**src/rtl/div_clk_monitor_if.sv**
```systemverilog
// div_clk_monitor_if
//   Bundles the control inputs and measurement/status outputs of the divided
//   clock monitor.
//   master : drives en, f_in and clr_err; observes the measurement and status signals.
//   slave  : the monitor itself.
//   Signals:
//     en         monitor enable
//     f_in       divided clock under test (asynchronous to clk)
//     clr_err    one-cycle pulse that clears the sticky error flags
//     period     last measured rise-to-rise interval, in clk cycles
//     high_time  sampled high cycles within that interval
//     meas_valid one-cycle pulse when period/high_time update
//     locked     a run of consecutive good measurements has been seen
//     err_period sticky flag: an off-nominal period was measured
//     err_duty   sticky flag: a high time outside the allowed range was measured
//     timeout    sticky flag: a rising edge of f_in did not arrive in time
interface div_clk_monitor_if #(
  parameter int CNT_W = 8
);
  logic             en;
  logic             f_in;
  logic             clr_err;
  logic [CNT_W-1:0] period;
  logic [CNT_W-1:0] high_time;
  logic             meas_valid;
  logic             locked;
  logic             err_period;
  logic             err_duty;
  logic             timeout;

  modport master (
    output en, f_in, clr_err,
    input  period, high_time, meas_valid, locked, err_period, err_duty, timeout
  );

  modport slave (
    input  en, f_in, clr_err,
    output period, high_time, meas_valid, locked, err_period, err_duty, timeout
  );
endinterface

```
**src/rtl/div_clk_monitor.sv**
```systemverilog
// div_clk_monitor
//   Checks the output of the divide-by-5 clock generator. The monitor
//   synchronizes f_in into the clk domain and measures each rise-to-rise
//   period and the sampled high time within it. It reports every measurement
//   and declares lock after LOCK_COUNT consecutive good measurements. It also
//   keeps sticky period, duty and missing-edge (timeout) error flags.
//   Ports:
//     clk  clock; all state updates on the rising edge
//     rst  asynchronous, active-high reset
//     bus  div_clk_monitor_if slave: en, f_in and clr_err in; period,
//          high_time, meas_valid, locked, err_period, err_duty and timeout out
module div_clk_monitor #(
  parameter int EXP_PERIOD = 5,
  parameter int HIGH_MIN   = 2,
  parameter int HIGH_MAX   = 3,
  parameter int LOCK_COUNT = 4,
  parameter int CNT_W      = 8
) (
  input  logic               clk,
  input  logic               rst,
  div_clk_monitor_if.slave   bus
);

  localparam logic [1:0] ST_IDLE    = 2'd0;
  localparam logic [1:0] ST_ARM     = 2'd1;
  localparam logic [1:0] ST_MEASURE = 2'd2;

  localparam int               GOOD_W   = $clog2(LOCK_COUNT + 1);
  localparam logic [GOOD_W-1:0] GOOD_SAT = GOOD_W'(LOCK_COUNT);
  localparam logic [CNT_W-1:0]  CNT_MAX  = '1;
  localparam logic [CNT_W-1:0]  EXP_P    = CNT_W'(EXP_PERIOD);
  localparam logic [CNT_W-1:0]  TMO_P    = CNT_W'(2 * EXP_PERIOD);
  localparam logic [CNT_W-1:0]  HI_LO    = CNT_W'(HIGH_MIN);
  localparam logic [CNT_W-1:0]  HI_HI    = CNT_W'(HIGH_MAX);
  localparam logic [CNT_W-1:0]  ONE      = CNT_W'(1);

  logic              f_m, f_s, f_d;
  logic [1:0]        state;
  logic [CNT_W-1:0]  per_cnt, hi_cnt;
  logic [GOOD_W-1:0] good_cnt, good_inc;
  logic [CNT_W-1:0]  period_q, high_q;
  logic              meas_q, locked_q, err_period_q, err_duty_q, timeout_q;

  logic rise, meas, tmo_hit, per_ok, hi_ok;
  logic set_ep, set_ed, set_to;

  assign rise     = f_s & ~f_d;
  assign per_ok   = (per_cnt == EXP_P);
  assign hi_ok    = (hi_cnt >= HI_LO) && (hi_cnt <= HI_HI);
  assign meas     = bus.en && (state == ST_MEASURE) && rise;
  // A rise in the same cycle as the limit closes a valid interval instead of timing out.
  assign tmo_hit  = bus.en && (state == ST_MEASURE) && !rise && (per_cnt == TMO_P);
  assign good_inc = (good_cnt == GOOD_SAT) ? good_cnt : good_cnt + 1'b1;

  assign set_ep = meas && !per_ok;
  assign set_ed = meas && !hi_ok;
  assign set_to = tmo_hit;

  // f_in is asynchronous to clk: two-flop synchronizer, then one delay stage
  // for rising-edge detection.
  always_ff @(posedge clk or posedge rst) begin
    if (rst) begin
      f_m <= 1'b0;
      f_s <= 1'b0;
      f_d <= 1'b0;
    end else begin
      f_m <= bus.f_in;
      f_s <= f_m;
      f_d <= f_s;
    end
  end

  always_ff @(posedge clk or posedge rst) begin
    if (rst) begin
      state    <= ST_IDLE;
      per_cnt  <= '0;
      hi_cnt   <= '0;
      good_cnt <= '0;
      period_q <= '0;
      high_q   <= '0;
      meas_q   <= 1'b0;
      locked_q <= 1'b0;
    end else begin
      meas_q <= 1'b0;
      if (!bus.en) begin
        state    <= ST_IDLE;
        per_cnt  <= '0;
        hi_cnt   <= '0;
        good_cnt <= '0;
        locked_q <= 1'b0;
      end else begin
        case (state)
          ST_IDLE: state <= ST_ARM;
          ST_ARM: begin
            if (rise) begin
              state   <= ST_MEASURE;
              per_cnt <= ONE;
              hi_cnt  <= ONE;
            end
          end
          ST_MEASURE: begin
            if (rise) begin
              period_q <= per_cnt;
              high_q   <= hi_cnt;
              meas_q   <= 1'b1;
              per_cnt  <= ONE;
              hi_cnt   <= ONE;
              if (per_ok && hi_ok) begin
                good_cnt <= good_inc;
                locked_q <= (good_inc == GOOD_SAT);
              end else begin
                good_cnt <= '0;
                locked_q <= 1'b0;
              end
            end else if (tmo_hit) begin
              // The partial interval is dropped; the next rise only re-arms.
              state    <= ST_ARM;
              per_cnt  <= '0;
              hi_cnt   <= '0;
              good_cnt <= '0;
              locked_q <= 1'b0;
            end else begin
              if (per_cnt != CNT_MAX) per_cnt <= per_cnt + 1'b1;
              if (f_s && (hi_cnt != CNT_MAX)) hi_cnt <= hi_cnt + 1'b1;
            end
          end
          default: state <= ST_IDLE;
        endcase
      end
    end
  end

  // Sticky flags: a new error in the same cycle as clr_err takes priority.
  always_ff @(posedge clk or posedge rst) begin
    if (rst) begin
      err_period_q <= 1'b0;
      err_duty_q   <= 1'b0;
      timeout_q    <= 1'b0;
    end else begin
      err_period_q <= set_ep | (err_period_q & ~bus.clr_err);
      err_duty_q   <= set_ed | (err_duty_q   & ~bus.clr_err);
      timeout_q    <= set_to | (timeout_q    & ~bus.clr_err);
    end
  end

  assign bus.period     = period_q;
  assign bus.high_time  = high_q;
  assign bus.meas_valid = meas_q;
  assign bus.locked     = locked_q;
  assign bus.err_period = err_period_q;
  assign bus.err_duty   = err_duty_q;
  assign bus.timeout    = timeout_q;

endmodule

```
**src/flat_wrapper.sv**
```systemverilog
// flat-port wrapper written by rule: the top's interface ports become plain ports
module div_clk_monitor_flat 
#(
  parameter int EXP_PERIOD = 5,
  parameter int HIGH_MIN   = 2,
  parameter int HIGH_MAX   = 3,
  parameter int LOCK_COUNT = 4,
  parameter int CNT_W      = 8
)
  (clk, rst, bus_en, bus_f_in, bus_clr_err, bus_period, bus_high_time, bus_meas_valid, bus_locked, bus_err_period, bus_err_duty, bus_timeout);
  div_clk_monitor_if #(.CNT_W(CNT_W)) bus_i ();
  input  logic clk;
  input  logic rst;
  input wire logic [$bits(bus_i.en)-1:0] bus_en;
  input wire logic [$bits(bus_i.f_in)-1:0] bus_f_in;
  input wire logic [$bits(bus_i.clr_err)-1:0] bus_clr_err;
  output wire logic [$bits(bus_i.period)-1:0] bus_period;
  output wire logic [$bits(bus_i.high_time)-1:0] bus_high_time;
  output wire logic [$bits(bus_i.meas_valid)-1:0] bus_meas_valid;
  output wire logic [$bits(bus_i.locked)-1:0] bus_locked;
  output wire logic [$bits(bus_i.err_period)-1:0] bus_err_period;
  output wire logic [$bits(bus_i.err_duty)-1:0] bus_err_duty;
  output wire logic [$bits(bus_i.timeout)-1:0] bus_timeout;
  assign bus_i.en = bus_en;
  assign bus_i.f_in = bus_f_in;
  assign bus_i.clr_err = bus_clr_err;
  assign bus_period = bus_i.period;
  assign bus_high_time = bus_i.high_time;
  assign bus_meas_valid = bus_i.meas_valid;
  assign bus_locked = bus_i.locked;
  assign bus_err_period = bus_i.err_period;
  assign bus_err_duty = bus_i.err_duty;
  assign bus_timeout = bus_i.timeout;
  div_clk_monitor #(.EXP_PERIOD(EXP_PERIOD), .HIGH_MIN(HIGH_MIN), .HIGH_MAX(HIGH_MAX), .LOCK_COUNT(LOCK_COUNT), .CNT_W(CNT_W)) u_core (.clk(clk), .rst(rst), .bus(bus_i));
endmodule
```
**config.mk**
```make
export PLATFORM = sky130hd
export DESIGN_NAME = div_clk_monitor_flat
export DESIGN_NICKNAME = d
export VERILOG_FILES = /design/src/rtl/div_clk_monitor_if.sv /design/src/rtl/div_clk_monitor.sv /design/src/flat_wrapper.sv
export SDC_FILE = /design/constraint.sdc
export NUM_CORES = 1
export LEC_CHECK = 0
export CAP_MARGIN = 0
export CELL_PAD_IN_SITES_DETAIL_PLACEMENT = 1
export CELL_PAD_IN_SITES_GLOBAL_PLACEMENT = 2
export CORE_ASPECT_RATIO = 0.7
export CORE_UTILIZATION = 36
export DETAILED_ROUTE_END_ITERATION = 10
export PLACE_DENSITY_LB_ADDON = 0.1
export SYNTH_ARGS = -nofsm -noshare
export SYNTH_HDL_FRONTEND = slang
export SYNTH_SLANG_ARGS = --single-unit
```
**constraint.sdc**
```tcl
create_clock -name clk -period 2.2 [get_ports clk]
set_input_delay 0.33 -clock clk [delete_from_list [all_inputs] [get_ports clk]]
set_output_delay 0.33 -clock clk [all_outputs]
set_load 0.03 [all_outputs]
```
; Yosys cells after proc, flatten, opt, wreduce, memory -nomap -nowiden
; Index checks and enable logic that the tools add are counted.
[word_totals]
regBits = 45
inputBits = 5
[op_classes]
addsub = 3
n_lt_le_gt_ge = 2
n_eq_ne = 16
n_mux = 30
bitwise = 9
n_reduce_logical = 18
[ops]
columns = cell, n
row1 = $mux 8, 9
row2 = $pmux 8 s2, 2
row3 = $mux 3, 6
row4 = $add 8x1->8 const B, 2
row5 = $ne 8x8->1 const B, 2
row6 = $reduce_and 3->1, 4
row7 = $ne 5x3->1 const B, 2
row8 = $logic_and 1x1->1, 9
row9 = $eq 8x3->1 const B, 1
row10 = $eq 8x4->1 const B, 1
row11 = $ge 8x2->1 const B, 1
row12 = $le 8x2->1 const B, 1
row13 = $mux 1, 8
row14 = $mux 2, 4
row15 = $eq 3x3->1 const B, 2
row16 = $ne 3x1->1 const B, 2
row17 = $ne 3x2->1 const B, 2
row18 = $pmux 2 s3, 1
row19 = $and 1x1->1, 4
row20 = $add 3x1->3 const B, 1
row21 = $logic_not 1->1, 3
row22 = $ne 3x3->1 const B, 1
row23 = $or 1x1->1, 3
row24 = $eq 2x1->1 const B, 1
row25 = other kinds (5), 6

; Logic depth before layout (Yosys ltp)
[logic_depth]
word_depth = 9
mapped_depth = 8
depth_no_buf = 7

; Worst setup path after synthesis
; No wires, ideal clock.
[synth_timing]
kind = reg-to-reg
from = register u_core.per_cnt[0]
to = register u_core.hi_cnt[4]
setup_time_ps = 104
arrival_ps = 1673
required_ps = 2096
setup_slack_ps = 423
path_stages_with_launch = 9
path_buffers = 1
cell_sequence = dfrtp_1 inv_1 ha_1 and3b_1 a2111o_1 buf_6 nand2_1 o311ai_0 o41ai_2
[synth_between]
elab_chain_cells = 6
word_cells_on_any_way = 8
classes_between = eq/ne: 2 / mux: 4 / reduce/logical: 2
[synth_lines]
columns = element, line
row1 = "start, declared", div_clk_monitor.sv:39  ; logic [CNT_W-1:0] per_cnt, hi_cnt;
row2 = "start signal, assigned", div_clk_monitor.sv:123  ; if (per_cnt != CNT_MAX) per_cnt <= per_cnt + 1'b1;
row3 = $eq 8x4->1 (*), div_clk_monitor.sv:52  ; assign tmo_hit = bus.en && (state == ST_MEASURE) && !rise && (per_cnt == TMO_P);
row4 = $logic_and 1x1->1 (*), div_clk_monitor.sv:52
row5 = $mux 8, div_clk_monitor.sv:115  ; end else if (tmo_hit) begin
row6 = $mux 8, div_clk_monitor.sv:102  ; if (rise) begin
row7 = $pmux 8 s2, div_clk_monitor.sv:92  ; case (state)
row8 = $mux 8, div_clk_monitor.sv:85  ; if (!bus.en) begin
row9 = "end signal, assigned", div_clk_monitor.sv:124  ; if (f_s && (hi_cnt != CNT_MAX)) hi_cnt <= hi_cnt + 1'b1;
row10 = "end, declared", div_clk_monitor.sv:39
; Mark *: on every way between the ends. The rest lies on a longest branch, timed or not.
; A chain may end at the register's enable or synchronous reset.

; Worst setup path in the final report
[layout_timing]
from = register u_core.hi_cnt[2]
to = register u_core.locked_q (netlist: u_core.bus.locked)
[layout_between]
elab_chain_cells = 7
word_cells_on_any_way = 8
classes_between = order compare: 2 / mux: 4 / reduce/logical: 2
[layout_lines]
columns = element, line
row1 = $ge 8x2->1 or $le 8x2->1 (tied branches), div_clk_monitor.sv:49  ; assign hi_ok = (hi_cnt >= HI_LO) && (hi_cnt <= HI_HI);
row2 = $logic_and 1x1->1 (*), div_clk_monitor.sv:49
row3 = $logic_and 1x1->1 (*), div_clk_monitor.sv:108  ; if (per_ok && hi_ok) begin
row4 = $mux 1 (*), div_clk_monitor.sv:108
row5 = $mux 1 (*), div_clk_monitor.sv:102
row6 = $mux 1 (*), div_clk_monitor.sv:92
row7 = $mux 1 (*), div_clk_monitor.sv:85
row8 = "end signal, assigned", div_clk_monitor.sv:110  ; locked_q <= (good_inc == GOOD_SAT);
row9 = "end, declared", div_clk_monitor.sv:42  ; logic meas_q, locked_q, err_period_q, err_duty_q, timeout_q;
; Mark *: on every way between the ends. The rest lies on a longest branch, timed or not. The select of a mux whose other input is x is not followed.

==> impl_results.md <==
- Clock sinks: 45
- Crit path kind: reg -> reg
- First-pass GRT wire length: 9.49 mm
- Minimum clock period: 1.99 ns
- Grt ovf: 0
- Initial Util: 38.5%
- Slowest stage delay, CP: 0.47 ns
- Root buf cell: clkbuf_8
- Pleak: 1.18 nW
- Syn nets: roughly 220
- Overall power: approximately 1.5 mW
- Clock transition at path regs: 0.08 ns
- Slew headroom: 62.4%
- Hold Crit Class: reg -> reg
- Hold-fix buffers, CTS: 0
- Ys Warns: 0
- Routed vias/inst: around 5.5
- Reg2Reg Depth: 5
- Status: complete, no violations
- Routed via count: 1735
- Worst path depth: 5
- Final Net Count: 254
- Flops & latches, synth: 45
- DR WL/cell: 17.2 um
- Max Cap Viol: 0
- Post-route worst setup slack: 0.208 ns
- Cts bufs inserted: 5
- Post-CTS Setup Inserts: 0
- GPL Wtd Cong: approximately 0.73
- Initial antenna violation count: 0
- Setup_tns: 0 ns
- Vias in the first global route: 1786
- Fill count: 634
- Most frequent cell after synthesis: dfrtp_1
- Final Non-Filler Cells: 316
- Top delay family on crit path: compound AO/OA/AOI/OAI gates
- I/O Buffers: 25
- Finish-stage setup viols: 0
- Die area: between 6000 and 7000 um^2
- Core area: 5900 um^2
- Post-synthesis sequential area ratio: 49.5%
- Post-Syn Instances: 209
- DR pass1 iterations: 4
- Async S/R FF share, synth: 100%
- Area share of the largest cell type after synthesis: 49.5%
- CP arrival: 2.19 ns
- Clock Latency Late Sink: 0.29 ns
- # diodes: 0
- Top cells by count, synth: dfrtp_1 (45), nand2_1 (25), mux2_2 (15)
- Dpl cells: 310
- Ys flop type: dfrtp_1
- Routed wire length: approximately 5.5 mm
- Crit-path cells: nor4_1, o211ai_1, nor3_2, o211ai_1, o31ai_1
- Antenna-violating nets left: 0
- DRT iter0 DRCs: between 70 and 80
- Die X: 97.0 um
- Synth cell types: 49
- Fin util: 46.0%
- Top cell by count, worst path: o211ai_1
- Detailed placement HPWL: 3.93 mm
- Max Slew Vio Count: 0
- CP Launch Type: flop
- # IOs: 26
- Std cell rows: 23
- Clock tree buffer depth: 2
- PostCTS Resize Cnt: 0
- Syn_area_per_cell: ~11 um^2
- Worst setup path end: u_core.bus.locked$_DFFE_PP0P_
- H-tree depth: 2
- Buf/Inv on CP: 0
- Worst r2r src: u_core.hi_cnt[2]$_DFFE_PP0P_
- Worst Tran Pin Value: 0.561 ns
- RSZ-0062 raised after global routing: no
- Crit share post-route: 90.6%
- Die height: between 60 and 70 um
- Multi-input combinational cell area: between 1000 and 1500 um^2
- Gr usage total: 18.6%
- Area delta synth->final: 19.5%
- Final hold vios: 0
- Peak Freq: 0.502 GHz
- Power Dens Cells: 542 nW/um^2
- RR Endpoint: u_core.bus.locked$_DFFE_PP0P_
- Top cells by area, synth: dfrtp_1 (50%), mux2_2 (7.4%), nand2_1 (4.1%), ha_1 (3.9%), o21ai_0 (3.1%)
- Largest area contributor in the netlist: dfrtp_1
- Pin count of the biggest net entering global routing: 26
- Critical Path End Type: flop
- Worst-case vdd ir drop: 0.221 mV
- CTS tree: done
- Post-synth EDFFs: 0
- CP required: 2.40 ns
- Worst Skew: 0.0112 ns
- Crit. Startpoint: u_core.hi_cnt[2]$_DFFE_PP0P_
- Worst slack at placement: between 0.15 and 0.2 ns
- CP max-delay cell: dfrtp_1
- Post-Syn Area: 2270 um^2
- Share of cells above drive strength 1: about 17%
- R2r setup slk: 0.21 ns
- Post-route DRC violation count: 0
- Seq. cell area: around 1100 um^2
- Max FO, Critical Path: 8
## area by class of cell
class / instances / area share, %
clock inverters: 1 / 0.184
clock buffers: 5 / 2.53
flip-flops and latches: 45 / 41.5
well taps: 75 / 3.45
inverters: 8 / 1.11
multi-input cells: 147 / 38.8
repair buffers: 35 / 12.4
## report_power, final
part	internal (mW)	total [mW]	leakage, nW	switching (mW)
Sequential	0.842	0.853	0.615	0.0105
Clock	0.210	0.479	0.0399	0.269
Combinational	0.0549	0.141	0.527	0.0865
## cells in the final DEF (no fill, tap or decap), types with 5 or more instances in the layout
cell type,instances
a21oi_1,9
a31oi_1,5
buf_4,9
clkbuf_8,5
clkdlybuf4s50_1,25
dfrtp_1,45
ha_1,7
inv_1,7
mux2_2,15
nand2_1,25
nand3_1,10
nor2_1,6
o21ai_0,14
o31ai_1,6
## logic make-up after synthesis
family	Yosys count	synth area share, %
xor+xnor	1	0.385
simple gates	70	18.0
flops	45	49.5
fa+ha+maj	7	3.85
buf+inv	17	4.07
compound gates	53	16.2
mux	16	7.93
## flip-flops by register name, indices dropped and copies added, names as in the netlist
signal	flops
u_core.bus.period	8
u_core.bus.locked	1
u_core.f_s	1
u_core.bus.meas_valid	1
u_core.bus.timeout	1
u_core.bus.high_time	8
u_core.f_m	1
u_core.hi_cnt	8
u_core.bus.err_duty	1
u_core.good_cnt	3
u_core.bus.err_period	1
u_core.f_d	1
u_core.state	2
u_core.per_cnt	8
## how the worst min path moves through the flow
stage,slack (ns),end,from,cells after the start
CTS,0.36,u_core.f_s$_DFF_PP0_,u_core.f_m$_DFF_PP0_,0
detailed placement,0.35,u_core.f_s$_DFF_PP0_,u_core.f_m$_DFF_PP0_,0
global route,0.37,u_core.f_s$_DFF_PP0_,u_core.f_m$_DFF_PP0_,0
floorplan,0.33,u_core.f_s$_DFF_PP0_,u_core.f_m$_DFF_PP0_,0
finish,0.35,u_core.f_s$_DFF_PP0_,u_core.f_m$_DFF_PP0_,0
global placement,0.34,u_core.f_s$_DFF_PP0_,u_core.f_m$_DFF_PP0_,0
## per-stage QoR
step | cell area [um^2] | hold slack, ns
after CTS | 2720 | 0.359
after floorplan | 2270 | 0.331
after global placement | 2640 | 0.336
final | 2720 | 0.349
after detailed placement | 2640 | 0.346
after global routing | 2720 | 0.366
## routing by layer
metal / share of wire, % / global-route usage [%] / up-vias / wire length (um)
li1: - / - / 830 / -
met1: 53 / 25.6 / 878 / 2890
met2: 44 / 29.7 / 22 / 2380
met3: 2.4 / 3.98 / 5 / 132
met4: 0.88 / 5.60 / 0 / 48
met5: 0 / 0 / - / 0
Power figures use the tool's default switching activity.
==> RTL change 1, RTL diff (config.mk and constraints unchanged) <==
Reset style: synchronous (`rst`), changed in 3 clocked blocks. Comments in the files are not updated.
--- a/src/rtl/div_clk_monitor.sv
+++ b/src/rtl/div_clk_monitor.sv
@@ -60,3 +60,3 @@
   // for rising-edge detection.
-  always_ff @(posedge clk or posedge rst) begin
+  always_ff @(posedge clk) begin
     if (rst) begin
@@ -72,3 +72,3 @@
 
-  always_ff @(posedge clk or posedge rst) begin
+  always_ff @(posedge clk) begin
     if (rst) begin
@@ -133,3 +133,3 @@
   // Sticky flags: a new error in the same cycle as clr_err takes priority.
-  always_ff @(posedge clk or posedge rst) begin
+  always_ff @(posedge clk) begin
     if (rst) begin
Check against the original RTL: differs if rst is asserted again (counterexample within 10 cycles, from zero or initial values and one cycle with rst high); with rst held inactive, the same outputs for 10 cycles.
==> RTL change 1 against the unedited design <==
- routed wire length rose by 16%
- worst hold slack improved by 0.087 ns
- worst setup slack got worse by 0.16 ns
- final cell count rose by 26%
- power fell by 1.1%
- final area rose by 3.0%
- non-clock buffer count rose by 15
- sequential cell count did not move
- area after synthesis fell by 2.8%
- critical path type unchanged
==> RTL change 1: results (changes against the unedited design) <==
status: "finished clean"
wl_met2_um: 2850  # +20%
grt_max_degree: 24  # -7.7%
drive_gt1_share_pct: 13.0  # -4.4 points
grt_use_met1_pct: 29.4  # +3.8 points
synth_mux_area_share_pct: 0.962  # -7.0 points
dp_hpwl_um: 4720  # +20%
drt-met1-wl_um: 3250  # +13%
num-multi-input-gates: 209  # +42%
clkCellAreaFrac_pct: 2.95  # +0.23 points
ys_types: 44  # -10%
min_from: "u_core.f_m"
synth_async_sr_flop_share_pct: 0  # -100 points
p_leak_nw: 0.996  # -16%
worstReg2RegStart: "u_core.per_cnt[4]"
fin_skew_ns: 0.0108  # -0.000403 ns
crit_arrival_ns: 2.36  # +0.17 ns
p_sw_share_pct: 25.5  # +0.64 points
min_to: "u_core.f_s"
synthesis.instances: 279  # +33%
ys_top_cells_by_count: "dfxtp_1 (45), nand2_1 (44), a21oi_1 (37)"
register_area_um2: 901  # -20%
syn_nets: 296  # +34%
grt_first_pass_wirelength_um: 10300  # +8.9%
dr_wl_met3_um: 187  # +42%
p_seq_share_pct: 56.9  # -1.0 points
buffers: 50  # +43%
clkbuf_count: 6  # +1
dp_slack_ns: -0.00683  # -0.194 ns
fillers: 712  # +12%
path_max_fanout: 3  # -5
num-nets-final: 339  # +33%
powerClk_uw: 509  # +6.3%
use_met2_pct: 34.0  # +4.4 points
RTL change 1: cell count changes in the layout (fill, tap and decap cells not counted), moves of 4 or more:
cell	delta
a21oi_1	+28
buf_4	+16
dfrtp_1	-45
dfxtp_1	+45
ha_1	+5
inv_1	+4
mux2_2	-14
nand2_1	+19
nor2_1	+15
nor2b_1	+9
nor3_1	+7
o31ai_1	-4
RTL change 1: critical path, stage by stage, from the launching register on:
cell,delay [ns]
dfxtp_1,0.32
or4_4,0.53
or4b_4,0.57
or4_4,0.46
o41ai_4,0.20
RTL change 1: worst max-delay path by stage:
stage | start | end | slack [ns]
detailed placement | u_core.per_cnt[4] | u_core.bus.locked | -0.007
finish | u_core.per_cnt[4] | u_core.bus.locked | 0.05
global route | u_core.per_cnt[4] | u_core.bus.locked | 0.03
floorplan | u_core.per_cnt[4] | u_core.bus.locked | 0.002
global placement | u_core.per_cnt[4] | u_core.bus.locked | 0.04
CTS | u_core.per_cnt[4] | u_core.good_cnt[0] | 0.02
==> RTL change 2, RTL diff (same settings) <==
Without the edit above. `CNT_W` is set to 8 in 3 places; all go to 10.
--- a/src/rtl/div_clk_monitor_if.sv
+++ b/src/rtl/div_clk_monitor_if.sv
@@ -17,3 +17,3 @@
 interface div_clk_monitor_if #(
-  parameter int CNT_W = 8
+  parameter int CNT_W = 10
 );
--- a/src/rtl/div_clk_monitor.sv
+++ b/src/rtl/div_clk_monitor.sv
@@ -16,3 +16,3 @@
   parameter int LOCK_COUNT = 4,
-  parameter int CNT_W      = 8
+  parameter int CNT_W      = 10
 ) (
--- a/src/flat_wrapper.sv
+++ b/src/flat_wrapper.sv
@@ -7,3 +7,3 @@
   parameter int LOCK_COUNT = 4,
-  parameter int CNT_W      = 8
+  parameter int CNT_W      = 10
 )
Interface: changed (resized bus_high_time and bus_period); port bits go from 26 to 30. The function was not compared with the original's and may differ.
==> RTL change 2 against the unedited design <==
- critical path depth unchanged
- sequential cell count rose by 8
- largest cell class unchanged
- power is 17% higher
- combinational power increased by 4%
- sequential power increased by 17%
- worst setup slack got worse by 0.078 ns
- first-iteration DRC count increased by 51%
- final area up 22%
- area after synthesis grew 16%
- routed wire length grew 24%
==> RTL change 2: results (changes against the unedited design) <==
status: "finished clean"
grtUsageTotal_pct: 19.1  # +0.53 points
synthTopCellsByArea: "dfrtp_1 (50%), mux2_2 (5.1%), mux2_1 (3.4%)"
drt-met1-wl_um: 3620  # +25%
fin_skew_ns: 0.00831  # -0.00292 ns
ys_types: 54  # +10%
clk_latency_ns: 0.31  # +0.02 ns
grt_pass1_vias: 2181  # +22%
critPathTopFamily: "simple AND/OR/NAND/NOR gates"
max-vdd-ir-drop_mv: 0.214  # -3.3%
crit_arrival_ns: 2.29  # +0.10 ns
grt_use_met1_pct: 28.1  # +2.5 points
path_max_fanout: 6  # -2
drive_gt1_share_pct: 18.2  # +0.72 points
via_per_inst: 5.31  # -3.3%
p_leak_nw: 1.54  # +30%
max_freq_mhz: 483  # -3.8%
fillers: 765  # +21%
numPortBuffers: 29  # +16%
use_met2_pct: 28.6  # -1.0 points
reg2reg_slack_ns: 0.13  # -0.08 ns
num-nets-final: 315  # +24%
gp_congestion: 0.819  # +12%
dr_wl_met3_um: 203  # +54%
relSlewSlack_pct: 68.2  # +5.8 points
drt_first_iter_violations: 107  # +51%
max_stage_delay_ns: 0.55  # +0.08 ns
synth-seq-area-share_pct: 50.1  # +0.59 points
drt-total-wl_um: 6730  # +24%
grt_first_pass_wirelength_um: 11300  # +19%
hold_ws_ns: 0.311  # -0.0376 ns
syn_nets: 259  # +17%
wl_met2_um: 2820  # +18%
cp_slowest_cell: "or4_4"
grt_use_met3_pct: 3.11  # -0.88 points
ys_top_cells_by_count: "dfrtp_1 (53), nand2_1 (18), nand3_1 (14), nor2_1 (14), inv_1 (13)"
synth-main-ff-cell: "dfrtp_1"
hold_path_class: "input port to async pin"
dp_slack_ns: 0.120  # -0.0673 ns
==> RTL change 2: cell types whose count changed after synthesis, moves of 7 or more <==
cell     delta
o21ai_0     -9
dfrtp_1     +8
nor2_1      +8
o21ai_1     +8
mux2_1      +7
nand2_1     -7
==> RTL change 2: kinds of logic after synthesis <==
logic type      Yosys count  share of synthesized area [%]
flops                    53                           50.1
simple gates             95                           21.1
fa+ha+maj                 7                           3.31
buf+inv                  20                           2.98
compound gates           47                           12.3
xor+xnor                  4                           1.32
mux                      21                           8.89
==> RTL change 2: layout make-up <==
| type | instances | area (µm²) | area share, % |
|---|---|---|---|
| Clock buffer | 7 | 86.3 | 2.60 |
| Inverter | 14 | 52.6 | 1.58 |
| Multi-Input combinational cell | 174 | 1240 | 37.4 |
| Sequential cell | 53 | 1330 | 39.9 |
| Tap cell | 94 | 118 | 3.54 |
| Timing Repair Buffer | 55 | 498 | 15.0 |
==> RTL change 2: metrics by stage <==
step,total power [mW],utilization (%),instances
global route,1.79,48.1,397
finish,1.72,48.1,397
floorplan,1.10,-,247
detailed placement,1.17,46.8,390
global placement,1.17,46.8,390
CTS,1.74,48.1,397
==> RTL change 2: path summary, 6_finish.rpt <==
| check | startpoint | to |
|---|---|---|
| hold / removal | rst | u_core.bus.period[0] |
| hold reg to reg | u_core.f_m | u_core.f_s |
| min in group clk | u_core.f_m | u_core.f_s |
| setup reg to reg | u_core.per_cnt[5] | u_core.bus.locked |
| setup / recovery | u_core.per_cnt[5] | u_core.bus.locked |
| max in group asynchronous | rst | u_core.good_cnt[2] |
==> RTL change 2: report_power, final <==
part	leakage (nW)	switching (mW)	internal (mW)
registers	0.727	0.0164	0.988
logic	0.769	0.0863	0.0596
clock network	0.0443	0.316	0.251
